===== config.mk =====
export PLATFORM = sky130hd
export DESIGN_NAME = uart_rx_fifo
export DESIGN_NICKNAME = d
export VERILOG_FILES = /design/src/rtl/uart_rx_fifo.sv
export SDC_FILE = /design/constraint.sdc
export NUM_CORES = 1
export LEC_CHECK = 0
export CORE_MARGIN = 4
export CORE_UTILIZATION = 55
export CTS_BUF_LIST = sky130_fd_sc_hd__clkbuf_8 sky130_fd_sc_hd__clkbuf_16
export CTS_CLUSTER_DIAMETER = 60
export CTS_CLUSTER_SIZE = 14
export DETAILED_ROUTE_END_ITERATION = 8
export PLACE_DENSITY = 0.71
export SYNTH_ARGS = -nofsm -noshare
export SYNTH_HDL_FRONTEND = slang
export SYNTH_SLANG_ARGS = --single-unit

===== constraint.sdc =====
create_clock -name clk -period 7.3 [get_ports clk]
set_input_delay 1.46 -clock clk [delete_from_list [all_inputs] [get_ports clk]]
set_output_delay 1.46 -clock clk [all_outputs]
set_load 0.03 [all_outputs]

===== src/rtl/uart_rx_fifo.sv =====
// Generic first-word-fall-through FIFO; head is read straight from the storage registers.
// Latency: a write is visible at the head 1 clock later. Backpressure: wr_rdy=0 only when full with no pop.
// Pointers wrap naturally (DEPTH is a power of 2); count spans 0..DEPTH.
module sync_fifo #(
   parameter int W     = 8,
   parameter int DEPTH = 16,
   localparam int AW   = $clog2(DEPTH)
) (
   input  logic          clk,
   input  logic          reset_n,
   input  logic          wr_vld,
   output logic          wr_rdy,
   input  logic [W-1:0]  wr_dat,
   output logic          rd_vld,
   input  logic          rd_rdy,
   output logic [W-1:0]  rd_dat,
   output logic [AW:0]   count
);
   logic [W-1:0]  mem [DEPTH];
   logic [AW-1:0] wr_ptr;
   logic [AW-1:0] rd_ptr;
   logic          pop;
   logic          wr;

   assign rd_vld = (count != '0);
   assign pop    = rd_vld && rd_rdy;
   // A full FIFO still takes a write when the head leaves in the same cycle.
   assign wr_rdy = (count != (AW+1)'(DEPTH)) || pop;
   assign wr     = wr_vld && wr_rdy;
   assign rd_dat = mem[rd_ptr];

   always_ff @(posedge clk or negedge reset_n) begin
      if (!reset_n) begin
         for (int i = 0; i < DEPTH; i++) mem[i] <= '0;
         wr_ptr <= '0;
         rd_ptr <= '0;
         count  <= '0;
      end else begin
         if (wr) begin
            mem[wr_ptr] <= wr_dat;
            wr_ptr      <= wr_ptr + 1'b1;
         end
         if (pop) rd_ptr <= rd_ptr + 1'b1;
         case ({wr, pop})
            2'b10:   count <= count + 1'b1;
            2'b01:   count <= count - 1'b1;
            default: count <= count;
         endcase
      end
   end
endmodule

// 8N1 UART receiver with oversampled start/stop validation feeding a FWFT byte FIFO.
// Latency: byte at head 1 clock after the stop-bit sample. Backpressure: full FIFO drops bytes, sets overrun.
// Error flags are sticky until clear_err; a set in the same cycle as clear_err wins.
module uart_rx_fifo #(
   parameter int CLK_HZ     = 50_000_000,
   parameter int BAUD       = 115200,
   parameter int OVERSAMPLE = 16,
   parameter int FIFO_DEPTH = 16,
   localparam int CW        = $clog2(FIFO_DEPTH) + 1
) (
   input  logic          clk,
   input  logic          reset_n,
   input  logic          rxd,
   output logic [7:0]    m_data,
   output logic          m_valid,
   input  logic          m_ready,
   output logic [CW-1:0] fifo_count,
   output logic          overrun,
   output logic          framing_err,
   input  logic          clear_err
);
   localparam int DIV_RAW = CLK_HZ / (BAUD * OVERSAMPLE);
   localparam int DIV     = (DIV_RAW < 1) ? 1 : DIV_RAW;
   localparam int DW      = (DIV > 1) ? $clog2(DIV) : 1;
   localparam int SW      = $clog2(OVERSAMPLE);
   localparam logic [SW-1:0] S_MID = SW'(OVERSAMPLE/2 - 1);
   localparam logic [SW-1:0] S_END = SW'(OVERSAMPLE - 1);

   typedef enum logic [2:0] {S_IDLE, S_START, S_DATA, S_STOP, S_BREAK} state_t;

   state_t        state;
   logic [DW-1:0] div_cnt;
   logic          tick;
   logic [1:0]    sync_q;
   logic          rxs;
   logic [SW-1:0] scnt;
   logic [2:0]    bcnt;
   logic [7:0]    shreg;
   logic          stop_sample;
   logic          push;
   logic          framing_set;
   logic          wr_rdy;

   assign tick = (div_cnt == DW'(DIV - 1));
   assign rxs  = sync_q[1];

   always_ff @(posedge clk or negedge reset_n) begin
      if (!reset_n) begin
         div_cnt <= '0;
         sync_q  <= 2'b11;
      end else begin
         div_cnt <= tick ? '0 : div_cnt + 1'b1;
         sync_q  <= {sync_q[0], rxd};
      end
   end

   // Push is decoded straight from the stop-sample cycle so the byte lands on the next edge.
   assign stop_sample = tick && (state == S_STOP) && (scnt == S_END);
   assign push        = stop_sample && rxs;
   assign framing_set = stop_sample && !rxs;

   always_ff @(posedge clk or negedge reset_n) begin
      if (!reset_n) begin
         state <= S_IDLE;
         scnt  <= '0;
         bcnt  <= '0;
         shreg <= '0;
      end else begin
         case (state)
            S_IDLE: begin
               if (!rxs) begin
                  scnt  <= '0;
                  state <= S_START;
               end
            end
            S_START: begin
               if (tick) begin
                  if (scnt == S_MID) begin
                     scnt  <= '0;
                     bcnt  <= '0;
                     state <= rxs ? S_IDLE : S_DATA;
                  end else begin
                     scnt <= scnt + 1'b1;
                  end
               end
            end
            S_DATA: begin
               if (tick) begin
                  if (scnt == S_END) begin
                     shreg[bcnt] <= rxs;
                     scnt        <= '0;
                     if (bcnt == 3'd7) state <= S_STOP;
                     else              bcnt  <= bcnt + 1'b1;
                  end else begin
                     scnt <= scnt + 1'b1;
                  end
               end
            end
            S_STOP: begin
               if (tick) begin
                  if (scnt == S_END) state <= rxs ? S_IDLE : S_BREAK;
                  else               scnt  <= scnt + 1'b1;
               end
            end
            S_BREAK: begin
               if (rxs) state <= S_IDLE;
            end
            default: state <= S_IDLE;
         endcase
      end
   end

   always_ff @(posedge clk or negedge reset_n) begin
      if (!reset_n) begin
         overrun     <= 1'b0;
         framing_err <= 1'b0;
      end else begin
         overrun     <= (push && !wr_rdy) || (overrun && !clear_err);
         framing_err <= framing_set || (framing_err && !clear_err);
      end
   end

   sync_fifo #(
      .W     (8),
      .DEPTH (FIFO_DEPTH)
   ) u_fifo (
      .clk     (clk),
      .reset_n (reset_n),
      .wr_vld  (push),
      .wr_rdy  (wr_rdy),
      .wr_dat  (shreg),
      .rd_vld  (m_valid),
      .rd_rdy  (m_ready),
      .rd_dat  (m_data),
      .count   (fifo_count)
   );
endmodule


==> qor_table.md, run 1 <==
| Step | Parameter | This run |
| --- | --- | --- |
| outcome | Run status | finished, final reports clean |
| global route | Via count of the first global-routing pass | 4,847 |
| clock tree | Number of buffers created by CTS | 17 |
| global route | Global-route usage over all layers | 0.2147 |
| timing | Number of hold-slack violations in the final timing report | 0 |
| die | Floorplan core area | 14,530 um^2 |
| power | Pwr per Cell Area | 252.4 nW/um^2 |
| clock tree | Worst-path clk slew | 0.06 ns |
| detailed routing | Avg Vias per Cell | 6.094 |
| setup path | R2R depth | 11 |
| global route | Antenna violations before repair | 0 |
| synth | Avg Cell Area, Syn | 14.89 um^2 |
| timing | Max frequency | 210.2 MHz |
| finish | Share of layout cells above drive strength 1 | 0.4133 |
| setup path | Category of the worst setup path launch point | flip-flop |
| setup path | Worst path arrival time | 3.30 ns |
| synth | Synthesized net count | 569 |
| synth | Top flip-flop cell by instance count after synthesis | sky130_fd_sc_hd__dfrtp_1 |
| detailed routing | DRT Pass-1 Iters | 4 |
| clock tree | CTS Hold Bufs | 0 |
| timing | Hold_ws | 0.3575 ns |
| power | Peak VDD IR | 0.1599 mV |
| finish | Antenna diode count | 0 |
| clock tree | Depth of the CTS H-tree | 4 |
| global route | Sum of overflow across all layers after global routing | 0 |
| timing | Setup_tns | 0 ns |
| global route | Global-route wire length before repair | 26,960 um |
| detailed routing | Final Routed Wirelength | 16,610 um |
| die | Floorplan die area | 16,880 um^2 |
| synth | Total of flip-flops plus latches after synthesis | 168 |
| finish | Layout overhead on the synthesized area | 11.11% |
| clock tree | Clock tree from TritonCTS | done |
| synth | Share of the yosys chip area belonging to registers | 0.5145 |
| synth | Yosys Warn Count | 0 |
| clock tree | Number of setup buffers added after CTS | 0 |
| setup path | Maximum fanout along the worst path | 20 |
| hold path | Number of stages on the worst hold path | 0 |
| finish | Leading cell type in the layout, fill and taps excluded | sky130_fd_sc_hd__dfrtp_1 |
| timing | Period utilization | 0.6518 |
| hold path | Worst hold path class | reg -> reg |
| job | Count of max-cap constraint violations | 0 |
| setup path | Category of the worst setup path capture point | primary output |
| synth | Netlist area before placement | 8175 um^2 |
| die | Row count | 44 |
| clock tree | Number of instances resized during post-cts repair | 0 |
| finish | Leading cell types in the layout, fill and taps excluded | 165 x sky130_fd_sc_hd__dfrtp_1, 124 x sky130_fd_sc_hd__mux2_2, 40 x sky130_fd_sc_hd__mux4_2 |
| placed design | Sum of net half-perimeters after detailed placement | 10,390 um |
| clock tree | Count of clock tree sinks | 168 |
| global route | Maximum number of pins on one net before global-route repair | 102 |
| synth | Compound-Gate Fraction of Synth Area | 0.03245 |
| timing | Transition at the pin with the smallest max-transition slack | 0.9222 ns |
| synth | Adder-Cell Fraction of Synth Area | 0.02388 |
| synth | Mux cell area share after synthesis | 0.3140 |
| synth | FFs w/ async S/R, synth | 1.000 |
| synth | Cell type contributing the most total cell area after synthesis | sky130_fd_sc_hd__dfrtp_1 |
| clock tree | Cell chosen for the clock root | sky130_fd_sc_hd__clkbuf_16 |
| placed design | IO Port Bufs | 20 |
| finish | Final standard cell area without fillers | 9084 um^2 |
| timing | Final number of max-transition violations | 0 |
| synth | Biggest area contributors in the synthesized netlist | sky130_fd_sc_hd__dfrtp_1 51%, sky130_fd_sc_hd__mux2_2 17%, sky130_fd_sc_hd__mux4_2 11% |
| detailed routing | DR vias | 4,601 |
| timing | Final-report setup violation count | 0 |
| placed design | Placed standard-cell area | 8492 um^2 |
| finish | Nets | 578 |
| synth | Fraction of post-synthesis cell area in the top cell type by area | 0.5081 |
| placed design | Final RePlAce weighted congestion | 0.7982 |
| synth | Dominant combinational cell family by area after synthesis | multiplexers |
| synth | Share of the synthesized netlist area taken by xor and xnor gates | 0.01286 |
| timing | Worst clock skew | 0.008649 ns |
| timing | Setup repair after global routing missed its margin | false |
| synth | Post-Synthesis Cells | 549 |
| timing | Headroom to the max-slew limit | 0.3826 |
| detailed routing | Routed len/inst | 22.00 um |
| detailed routing | # DRC | 0 |
| detailed routing | Number of violations reported at the end of detailed-routing iteration 0 | 242 |
| setup path | Critical setup path kind | reg -> out |
| setup path | Data required time of the worst path | 5.84 ns |
| timing | Time the worst path needs with I/O delays and setup | 4.758 ns |
| die | Width of the die | 129.9 um |
| die | Initial Utilization | 0.5625 |
| die | Number of top-level pins | 21 |
| die | Floorplan die height | 129.9 um |
| synth | Simple-gate area share of the yosys netlist | 0.07790 |
| clock tree | Maximum clock insertion buffer count | 2 |
| synth | Number of flops mapped to enable cells by yosys | 0 |
| power | Leak | 4.236 nW |
| detailed routing | DRT antenna net count | 0 |
| synth | Count of cell types in the netlist | 57 |
| clock tree | Clock latency on the worst-skew pair | 0.43 ns |
[worst paths after layout]
| path | start | end | slack (ns) |
|---|---|---|---|
| max reg2reg | div_cnt[0]$_DFF_PN0_ | u_fifo.count[4]$_DFFE_PN0P_ | 4.13 |
| min in group asynchronous | reset_n | u_fifo.count[1]$_DFFE_PN0P_ | 1.12 |
| min reg2reg | sync_q[0]$_DFF_PN1_ | sync_q[1]$_DFF_PN1_ | 0.36 |
| min | sync_q[0]$_DFF_PN1_ | sync_q[1]$_DFF_PN1_ | 0.36 |
| max | u_fifo.rd_ptr[0]$_DFFE_PN0P_ | m_data[7] | 2.54 |
| max in group asynchronous | reset_n | u_fifo.mem[64]$_DFFE_PN0P_ | 4.80 |
[worst max-delay path, stage by stage, from the launching register on]
cell and delay, ns:
sky130_fd_sc_hd__dfrtp_2 0.79, sky130_fd_sc_hd__buf_4 0.44, sky130_fd_sc_hd__mux4_2 0.56, sky130_fd_sc_hd__mux4_2 0.47, sky130_fd_sc_hd__clkdlybuf4s50_1 0.62
[routing by layer]
layer  wire length [um]  global-route usage
met5                  0                   0
met4                208             0.06051
met3                736             0.05321
met2               8312              0.3500
met1               7350              0.2903
[report_power, final]
| part | internal [mW] | switching (mW) |
|---|---|---|
| Clock | 0.529 | 0.362 |
| Sequential | 0.958 | 0.112 |
| Combinational | 0.174 | 0.158 |
| Total | 1.66 | 0.632 |
[sequential cells by signal (all words and copies together) (netlist names), 4 cells and up]
register and flops:
u_fifo.mem 128, shreg 8, div_cnt 5, u_fifo.count 5, scnt 4, u_fifo.rd_ptr 4, u_fifo.wr_ptr 4
[through the flow]
step,power (mW),worst slack [ns],instances,utilization
3_3_place_gp,1.409,2.962,723,0.5843
5_1_grt,2.386,2.351,755,0.6250
6_report,2.292,2.542,755,0.6250
4_1_cts,2.320,2.432,755,0.6250
2_1_floorplan,1.308,3.772,549,-
3_5_place_dp,1.427,2.904,723,0.5843
[cell type report]
type / instances / area [um^2]
fill: 1100 / 5450
inverter: 14 / 52.55
tap: 184 / 230.2
timing repair buffer: 24 / 231.5
sequential: 168 / 4208
multi-input combinational: 333 / 3770
clock buffer: 20 / 466.7
clock inverter: 12 / 125.1
[synth_stat cells (5+ instances only)]
library cell	n
sky130_fd_sc_hd__inv_1	14
sky130_fd_sc_hd__mux4_2	40
sky130_fd_sc_hd__clkbuf_1	20
sky130_fd_sc_hd__nor2_1	12
sky130_fd_sc_hd__dfrtp_1	166
sky130_fd_sc_hd__xnor2_1	9
sky130_fd_sc_hd__nand3_1	5
sky130_fd_sc_hd__buf_2	9
sky130_fd_sc_hd__nand4_1	9
sky130_fd_sc_hd__mux2_4	16
sky130_fd_sc_hd__ha_1	14
sky130_fd_sc_hd__nand3_4	5
sky130_fd_sc_hd__nor2b_1	7
sky130_fd_sc_hd__o21ai_0	7
sky130_fd_sc_hd__nand2_1	15
sky130_fd_sc_hd__mux2_2	124
[kinds of logic after synthesis]
kind of cell / after synthesis
buffers and inverters: 48
and+or+nand+nor: 88
xor gates and xnor gates: 12
AOI/OAI and AO/OA: 35
muxes: 183
DFF: 168
adders and majority gates: 15
No activity file was read; power rests on OpenSTA's default activity.
==> run 2: changes to the inputs <==
==> constraint.sdc (replaced) <==
create_clock -name clk -period 4.6 [get_ports clk]
set_input_delay 0.92 -clock clk [delete_from_list [all_inputs] [get_ports clk]]
set_output_delay 0.92 -clock clk [all_outputs]
set_load 0.03 [all_outputs]
==> run 2 against run 1 <==
Routed wire length is 1.3% higher. Power is 57% higher. Non-clock buffer count stayed put. Clock-buffer cell count is 1 lower. Die area stayed put. Cell count stayed put. Clock power is 52% higher. Sequential cell count stayed put. Combinational power is 82% higher. Clock skew is 0.0016 ns lower. Critical path depth stayed put. Largest cell class unchanged.
==> qor_table.md, run 2 (synthesis gave the netlist of run 1 again) <==
| Step | Parameter | This run |
| --- | --- | --- |
| finish | Flip-flop count of the largest register, all copies and words added | 128 |
| finish | Leading cell type in the layout, fill and taps excluded | sky130_fd_sc_hd__dfrtp_1 |
| placed design | IO Port Bufs | 20 |
| timing | Transition at the pin with the smallest max-transition slack | 0.9820 ns |
| detailed routing | DR vias | 4,593 |
| clock tree | Clock tree from TritonCTS | done |
| timing | Period utilization | 0.8353 |
| die | Floorplan die area | 16,880 um^2 |
| timing | Headroom to the max-slew limit | 0.3425 |
| clock tree | Number of instances resized during post-cts repair | 0 |
| setup path | Capture instance of the worst register-to-register path | u_fifo.count[4]$_DFFE_PN0P_ |
| global route | Grt met2 use | 0.3412 |
| finish | Antenna diode count | 0 |
| global route | Sum of overflow across all layers after global routing | 0 |
| finish | Number of fill cells in the layout | 1,088 |
| setup path | Maximum fanout along the worst path | 24 |
| clock tree | CTS Hold Bufs | 0 |
| global route | Antenna violations before repair | 0 |
| setup path | Critical path origin | u_fifo.rd_ptr[1]$_DFFE_PN0P_ |
| timing | Hold_ws | 0.3568 ns |
| clock tree | Number of setup buffers added after CTS | 0 |
| die | Initial Utilization | 0.5625 |
| global route | GR Layer Usage met3 | 0.05690 |
| global route | Via count of the first global-routing pass | 4,814 |
| finish | Number of standard cells in the layout, taps in and fillers out | 755 |
| timing | Final number of max-transition violations | 0 |
| timing | Max frequency | 260.3 MHz |
| global route | Maximum number of pins on one net before global-route repair | 103 |
| finish | Layout overhead on the synthesized area | 11.14% |
| clock tree | Number of buffers created by CTS | 17 |
| detailed routing | # DRC | 0 |
| detailed routing | DRT Pass-1 Iters | 4 |
| finish | Total area of sequential cells | 4208 um^2 |
| clock tree | Clock latency on the worst-skew pair | 0.43 ns |
| finish | Final core utilization | 0.6252 |
| job | Count of max-cap constraint violations | 0 |
| die | Row count | 44 |
| setup path | Category of the worst setup path capture point | primary output |
| timing | Setup_tns | 0 ns |
| setup path | Data required time of the worst path | 3.68 ns |
| detailed routing | DRT antenna net count | 0 |
| power | Leak | 4.232 nW |
| placed design | Number of cells after detailed placement | 723 |
| power | Peak VDD IR | 0.2945 mV |
| hold path | Worst hold path class | reg -> reg |
| finish | Share of layout cells above drive strength 1 | 0.4133 |
| timing | Final-report setup violation count | 0 |
| setup path | R2R depth | 11 |
| finish | Register with the most flip-flops | u_fifo.mem |
| power | Post-route total power | 3.606 mW |
| finish | Total area of multi-input combinational cells | 3770 um^2 |
| finish | Nets | 578 |
| timing | Number of hold-slack violations in the final timing report | 0 |
| hold path | Worst Hold Launch | sync_q[0]$_DFF_PN1_ |
| setup path | Worst path arrival time | 2.92 ns |
| placed design | Sum of net half-perimeters after detailed placement | 10,510 um |
| setup path | Category of the worst setup path launch point | flip-flop |
| timing | Setup repair after global routing missed its margin | false |
| die | Number of top-level pins | 21 |
| die | Floorplan core area | 14,530 um^2 |
| placed design | Final RePlAce weighted congestion | 0.8185 |
| detailed routing | Number of violations reported at the end of detailed-routing iteration 0 | 246 |
| die | Width of the die | 129.9 um |
| hold path | Number of stages on the worst hold path | 0 |
| clock tree | Depth of the CTS H-tree | 4 |
| finish | Largest registers | u_fifo.mem (128), shreg (8) |
| global route | Global-route usage over all layers | 0.2188 |
| die | Floorplan die height | 129.9 um |
| hold path | Capture endpoint of the worst hold path | sync_q[1]$_DFF_PN1_ |
| global route | GRT busiest layer | met2 |
| clock tree | Count of clock tree sinks | 168 |
| power | Pwr per Cell Area | 396.9 nW/um^2 |
| detailed routing | Routed len/inst | 22.29 um |
| global route | Met1 track demand over resource | 0.3097 |
| clock tree | Cell chosen for the clock root | sky130_fd_sc_hd__clkbuf_16 |
| outcome | Run status | finished, final reports clean |
| detailed routing | Final Routed Wirelength | 16,830 um |
| setup path | Critical setup path kind | reg -> out |
| timing | Time the worst path needs with I/O delays and setup | 3.842 ns |
| clock tree | Maximum clock insertion buffer count | 2 |
| setup path | Register-to-Register Setup Slack | 1.55 ns |
| global route | Global-route wire length before repair | 27,260 um |
| setup path | Worst R2R Start | div_cnt[0]$_DFF_PN0_ |
| detailed routing | Avg Vias per Cell | 6.083 |
| timing | Worst clock skew | 0.007016 ns |
| clock tree | Worst-path clk slew | 0.06 ns |
| finish | Leading cell types in the layout, fill and taps excluded | 165 x sky130_fd_sc_hd__dfrtp_1, 124 x sky130_fd_sc_hd__mux2_2, 40 x sky130_fd_sc_hd__mux4_2 |
run 2: area by class of cell:
type	instances	area share
flip-flops and latches	168	0.4631
multi-input cells	333	0.4149
clock buffers	19	0.04985
repair buffers	24	0.02961
well taps	184	0.02534
clock inverters	13	0.01143
inverters	14	0.005784
run 2: metrics by stage:
stage / worst slack [ns] / area [um^2]
floorplan: 1.612 / 8175
global placement: 1.253 / 8529
detailed placement: 1.203 / 8529
CTS: 0.7394 / 9086
global route: 0.6961 / 9086
finish: 0.7578 / 9086
run 2: critical path: stages, from the launching register on:
cell and delay [ns]:
sky130_fd_sc_hd__dfrtp_1 0.76, sky130_fd_sc_hd__buf_12 0.28, sky130_fd_sc_hd__mux4_2 0.36, sky130_fd_sc_hd__mux4_2 0.47, sky130_fd_sc_hd__clkdlybuf4s50_1 0.60
run 2: power breakdown:
part           switching [mW]  internal (mW)
combinational           0.305          0.298
clock                   0.582          0.767
sequential              0.133           1.52
run 2: how the worst max path moves through the flow:
stage / slack, ns / to
finish: 0.76 / m_data[2]
global route: 0.70 / m_data[0]
CTS: 0.74 / m_data[0]
detailed placement: 1.20 / m_data[0]
global placement: 1.25 / m_data[0]
floorplan: 1.61 / m_data[0]
run 2: metal layers:
metal  part of all wire  up-vias
li1                   -     2071
met1               0.46     2437
met2               0.49       66
met3              0.040       19
met4              0.013        0
met5                  0        -
==> run 3: changes to the inputs <==
--- a/config.mk
+++ b/config.mk
@@ -11,7 +11,7 @@
 export CTS_CLUSTER_DIAMETER = 60
 export CTS_CLUSTER_SIZE = 14
 export DETAILED_ROUTE_END_ITERATION = 8
-export PLACE_DENSITY = 0.71
+export PLACE_DENSITY = 0.74
 export SYNTH_ARGS = -nofsm -noshare
 export SYNTH_HDL_FRONTEND = slang
 export SYNTH_SLANG_ARGS = --single-unit
==> constraint.sdc (replaced) <==
create_clock -name clk -period 3.3 [get_ports clk]
set_input_delay 0.66 -clock clk [delete_from_list [all_inputs] [get_ports clk]]
set_output_delay 0.66 -clock clk [all_outputs]
set_load 0.03 [all_outputs]
==> run 3 against run 2 <==
Critical path depth grew 1. Critical endpoint is now m_data[7]. Routed wire length decreased by 0.31%. Largest cell class unchanged. Combinational power up 55%.
==> qor_table.md, run 3 (synthesis gave the netlist of run 1 again) <==
| Step | Parameter | This run |
| --- | --- | --- |
| timing | Final number of max-transition violations | 0 |
| timing | Transition at the pin with the smallest max-transition slack | 0.8290 ns |
| timing | Period utilization | 0.9511 |
| global route | GRT busiest layer | met2 |
| detailed routing | Final Routed Wirelength | 16,780 um |
| global route | Via count of the first global-routing pass | 4,950 |
| timing | Setup_tns | 0 ns |
| timing | Final-report setup violation count | 0 |
| setup path | Critical setup path kind | reg -> out |
| hold path | Worst hold path class | in -> async |
| setup path | R2R depth | 10 |
| power | Leak | 4.370 nW |
| clock tree | Cell chosen for the clock root | sky130_fd_sc_hd__clkbuf_16 |
| detailed routing | DRT antenna net count | 0 |
| global route | Antenna violations before repair | 0 |
| detailed routing | Avg Vias per Cell | 6.163 |
| placed design | Final RePlAce weighted congestion | 0.8466 |
| die | Floorplan die height | 129.9 um |
| finish | Register with the most flip-flops | u_fifo.mem |
| die | Floorplan die area | 16,880 um^2 |
| finish | Leading cell types in the layout, fill and taps excluded | 165 x sky130_fd_sc_hd__dfrtp_1, 124 x sky130_fd_sc_hd__mux2_2, 40 x sky130_fd_sc_hd__mux4_2 |
| timing | Headroom to the max-slew limit | 0.4457 |
| finish | Layout overhead on the synthesized area | 13.02% |
| global route | Maximum number of pins on one net before global-route repair | 68 |
| setup path | Worst path arrival time | 2.48 ns |
| power | Peak VDD IR | 0.3898 mV |
| finish | Nets | 595 |
| detailed routing | Routed len/inst | 21.73 um |
| clock tree | Worst-path clk slew | 0.06 ns |
| die | Number of top-level pins | 21 |
| die | Initial Utilization | 0.5625 |
| placed design | Sum of net half-perimeters after detailed placement | 10,900 um |
| global route | Sum of overflow across all layers after global routing | 0 |
| finish | Largest registers | u_fifo.mem (128), shreg (8) |
| global route | GR Layer Usage met3 | 0.04871 |
| timing | Number of hold-slack violations in the final timing report | 0 |
| clock tree | Number of buffers created by CTS | 17 |
| placed design | IO Port Bufs | 20 |
| setup path | CP max stage delay | 0.53 ns |
| finish | Final standard cell area without fillers | 9240 um^2 |
| global route | Global-route usage over all layers | 0.2169 |
| setup path | Standard cell with the maximum stage delay on the critical path | sky130_fd_sc_hd__mux4_2 |
| clock tree | Count of clock tree sinks | 168 |
| finish | Final core utilization | 0.6358 |
| timing | Time the worst path needs with I/O delays and setup | 3.138 ns |
| detailed routing | DR vias | 4,758 |
| setup path | Maximum fanout along the worst path | 16 |
| timing | Setup repair after global routing missed its margin | false |
| setup path | Data required time of the worst path | 2.64 ns |
| timing | Hold_ws | 0.2454 ns |
| die | Row count | 44 |
| clock tree | Clock tree from TritonCTS | done |
| global route | Grt met2 use | 0.3488 |
| timing | Worst clock skew | 0.01114 ns |
| finish | Share of layout cells above drive strength 1 | 0.4371 |
| die | Width of the die | 129.9 um |
| clock tree | Depth of the CTS H-tree | 4 |
| global route | Met1 track demand over resource | 0.3007 |
| detailed routing | Number of violations reported at the end of detailed-routing iteration 0 | 259 |
| finish | Number of standard cells in the layout, taps in and fillers out | 772 |
| setup path | Top cell by count, worst path | sky130_fd_sc_hd__mux4_2 |
| power | Pwr per Cell Area | 560.2 nW/um^2 |
| timing | Max frequency | 318.6 MHz |
| setup path | Ordered list of cells on the worst path | buf_12 > buf_8 > mux4_2 > mux4_2 > buf_4 |
| finish | Number of fill cells in the layout | 1,047 |
| outcome | Run status | finished, final reports clean |
| job | Count of max-cap constraint violations | 0 |
| finish | Leading cell type in the layout, fill and taps excluded | sky130_fd_sc_hd__dfrtp_1 |
| clock tree | Maximum clock insertion buffer count | 2 |
| setup path | Category of the worst setup path capture point | primary output |
| finish | Flip-flop count of the largest register, all copies and words added | 128 |
| setup path | Category of the worst setup path launch point | flip-flop |
| die | Floorplan core area | 14,530 um^2 |
| detailed routing | DRT Pass-1 Iters | 4 |
| placed design | Number of cells after detailed placement | 737 |
| finish | Antenna diode count | 0 |
| detailed routing | # DRC | 0 |
| clock tree | Clock latency on the worst-skew pair | 0.43 ns |
| global route | Global-route wire length before repair | 27,560 um |
| clock tree | CTS Hold Bufs | 0 |
| placed design | Placed standard-cell area | 8612 um^2 |
run 3: cell count changes in the layout (fill, tap and decap cells not counted), sizes merged:
cell | previous run | this run
inv | 16 | 15
bufinv | 1 | 2
buf | 5 | 26
clkinvlp | 3 | 0
clkinv | 7 | 8
clkbuf | 19 | 21
dlygate4sd2 | 0 | 4
clkdlybuf4s50 | 19 | 11
run 3: path summary, 6_finish.rpt:
| kind | startpoint | to | slack (ns) |
|---|---|---|---|
| max in group asynchronous | reset_n | state[1]$_DFFE_PN0P_ | 2.28 |
| worst max-delay path | u_fifo.rd_ptr[0]$_DFFE_PN0P_ | m_data[7] | 0.16 |
| worst max register to register | scnt[0]$_DFFE_PN0P_ | u_fifo.count[4]$_DFFE_PN0P_ | 0.31 |
| worst min register to register | sync_q[0]$_DFF_PN1_ | sync_q[1]$_DFF_PN1_ | 0.36 |
| worst min-delay path | reset_n | u_fifo.mem[89]$_DFFE_PN0P_ | 0.25 |
| min in group clk | sync_q[0]$_DFF_PN1_ | sync_q[1]$_DFF_PN1_ | 0.36 |
run 3: final cells by class:
type	instances	area [um^2]	area share
inverter	14	52.55	0.005687
clock inverter	11	122.6	0.01327
timing repair buffer	41	376.6	0.04076
tap	184	230.2	0.02492
multi-input combinational	333	3770	0.4080
sequential	168	4208	0.4554
clock buffer	21	480.5	0.05200
run 3: per-layer routing:
metal / vias up / share of wire
met1: 2532 / 0.45
met2: 103 / 0.50
met4: 0 / 0.014
met5: - / 0
met3: 17 / 0.038
li1: 2106 / -
run 3: worst max-delay path: cells and delay by family (launching register included):
kind / cells / cell delay [ns]
multiplexers: 2 / 1.03
buffers and inverters: 3 / 0.60
flip-flops: 1 / 0.41
run 3: what timing repair did:
action | in CTS | in global routing
gates resized for setup | 6 | 0
endpoints found under the setup margin | 8 | 4
gates cloned | 0 | 0
pin swaps | 0 | 0
setup buffers | 0 | 3
run 3: per-stage QoR:
stage                     worst slack (ns)  power [mW]
after CTS                          0.01198       5.213
after global placement              0.3347       3.182
after global routing               0.06597       5.400
final                               0.1615       5.177
after floorplan                     0.5720       2.893
after detailed placement            0.2928       3.198
run 3: power breakdown:
group	leakage (nW)	internal, mW	switching [mW]	total [mW]
sequential	2.30	2.12	0.130	2.25
combinational	1.77	0.460	0.472	0.932
clock	0.304	1.19	0.799	1.99
total	4.37	3.78	1.40	5.18
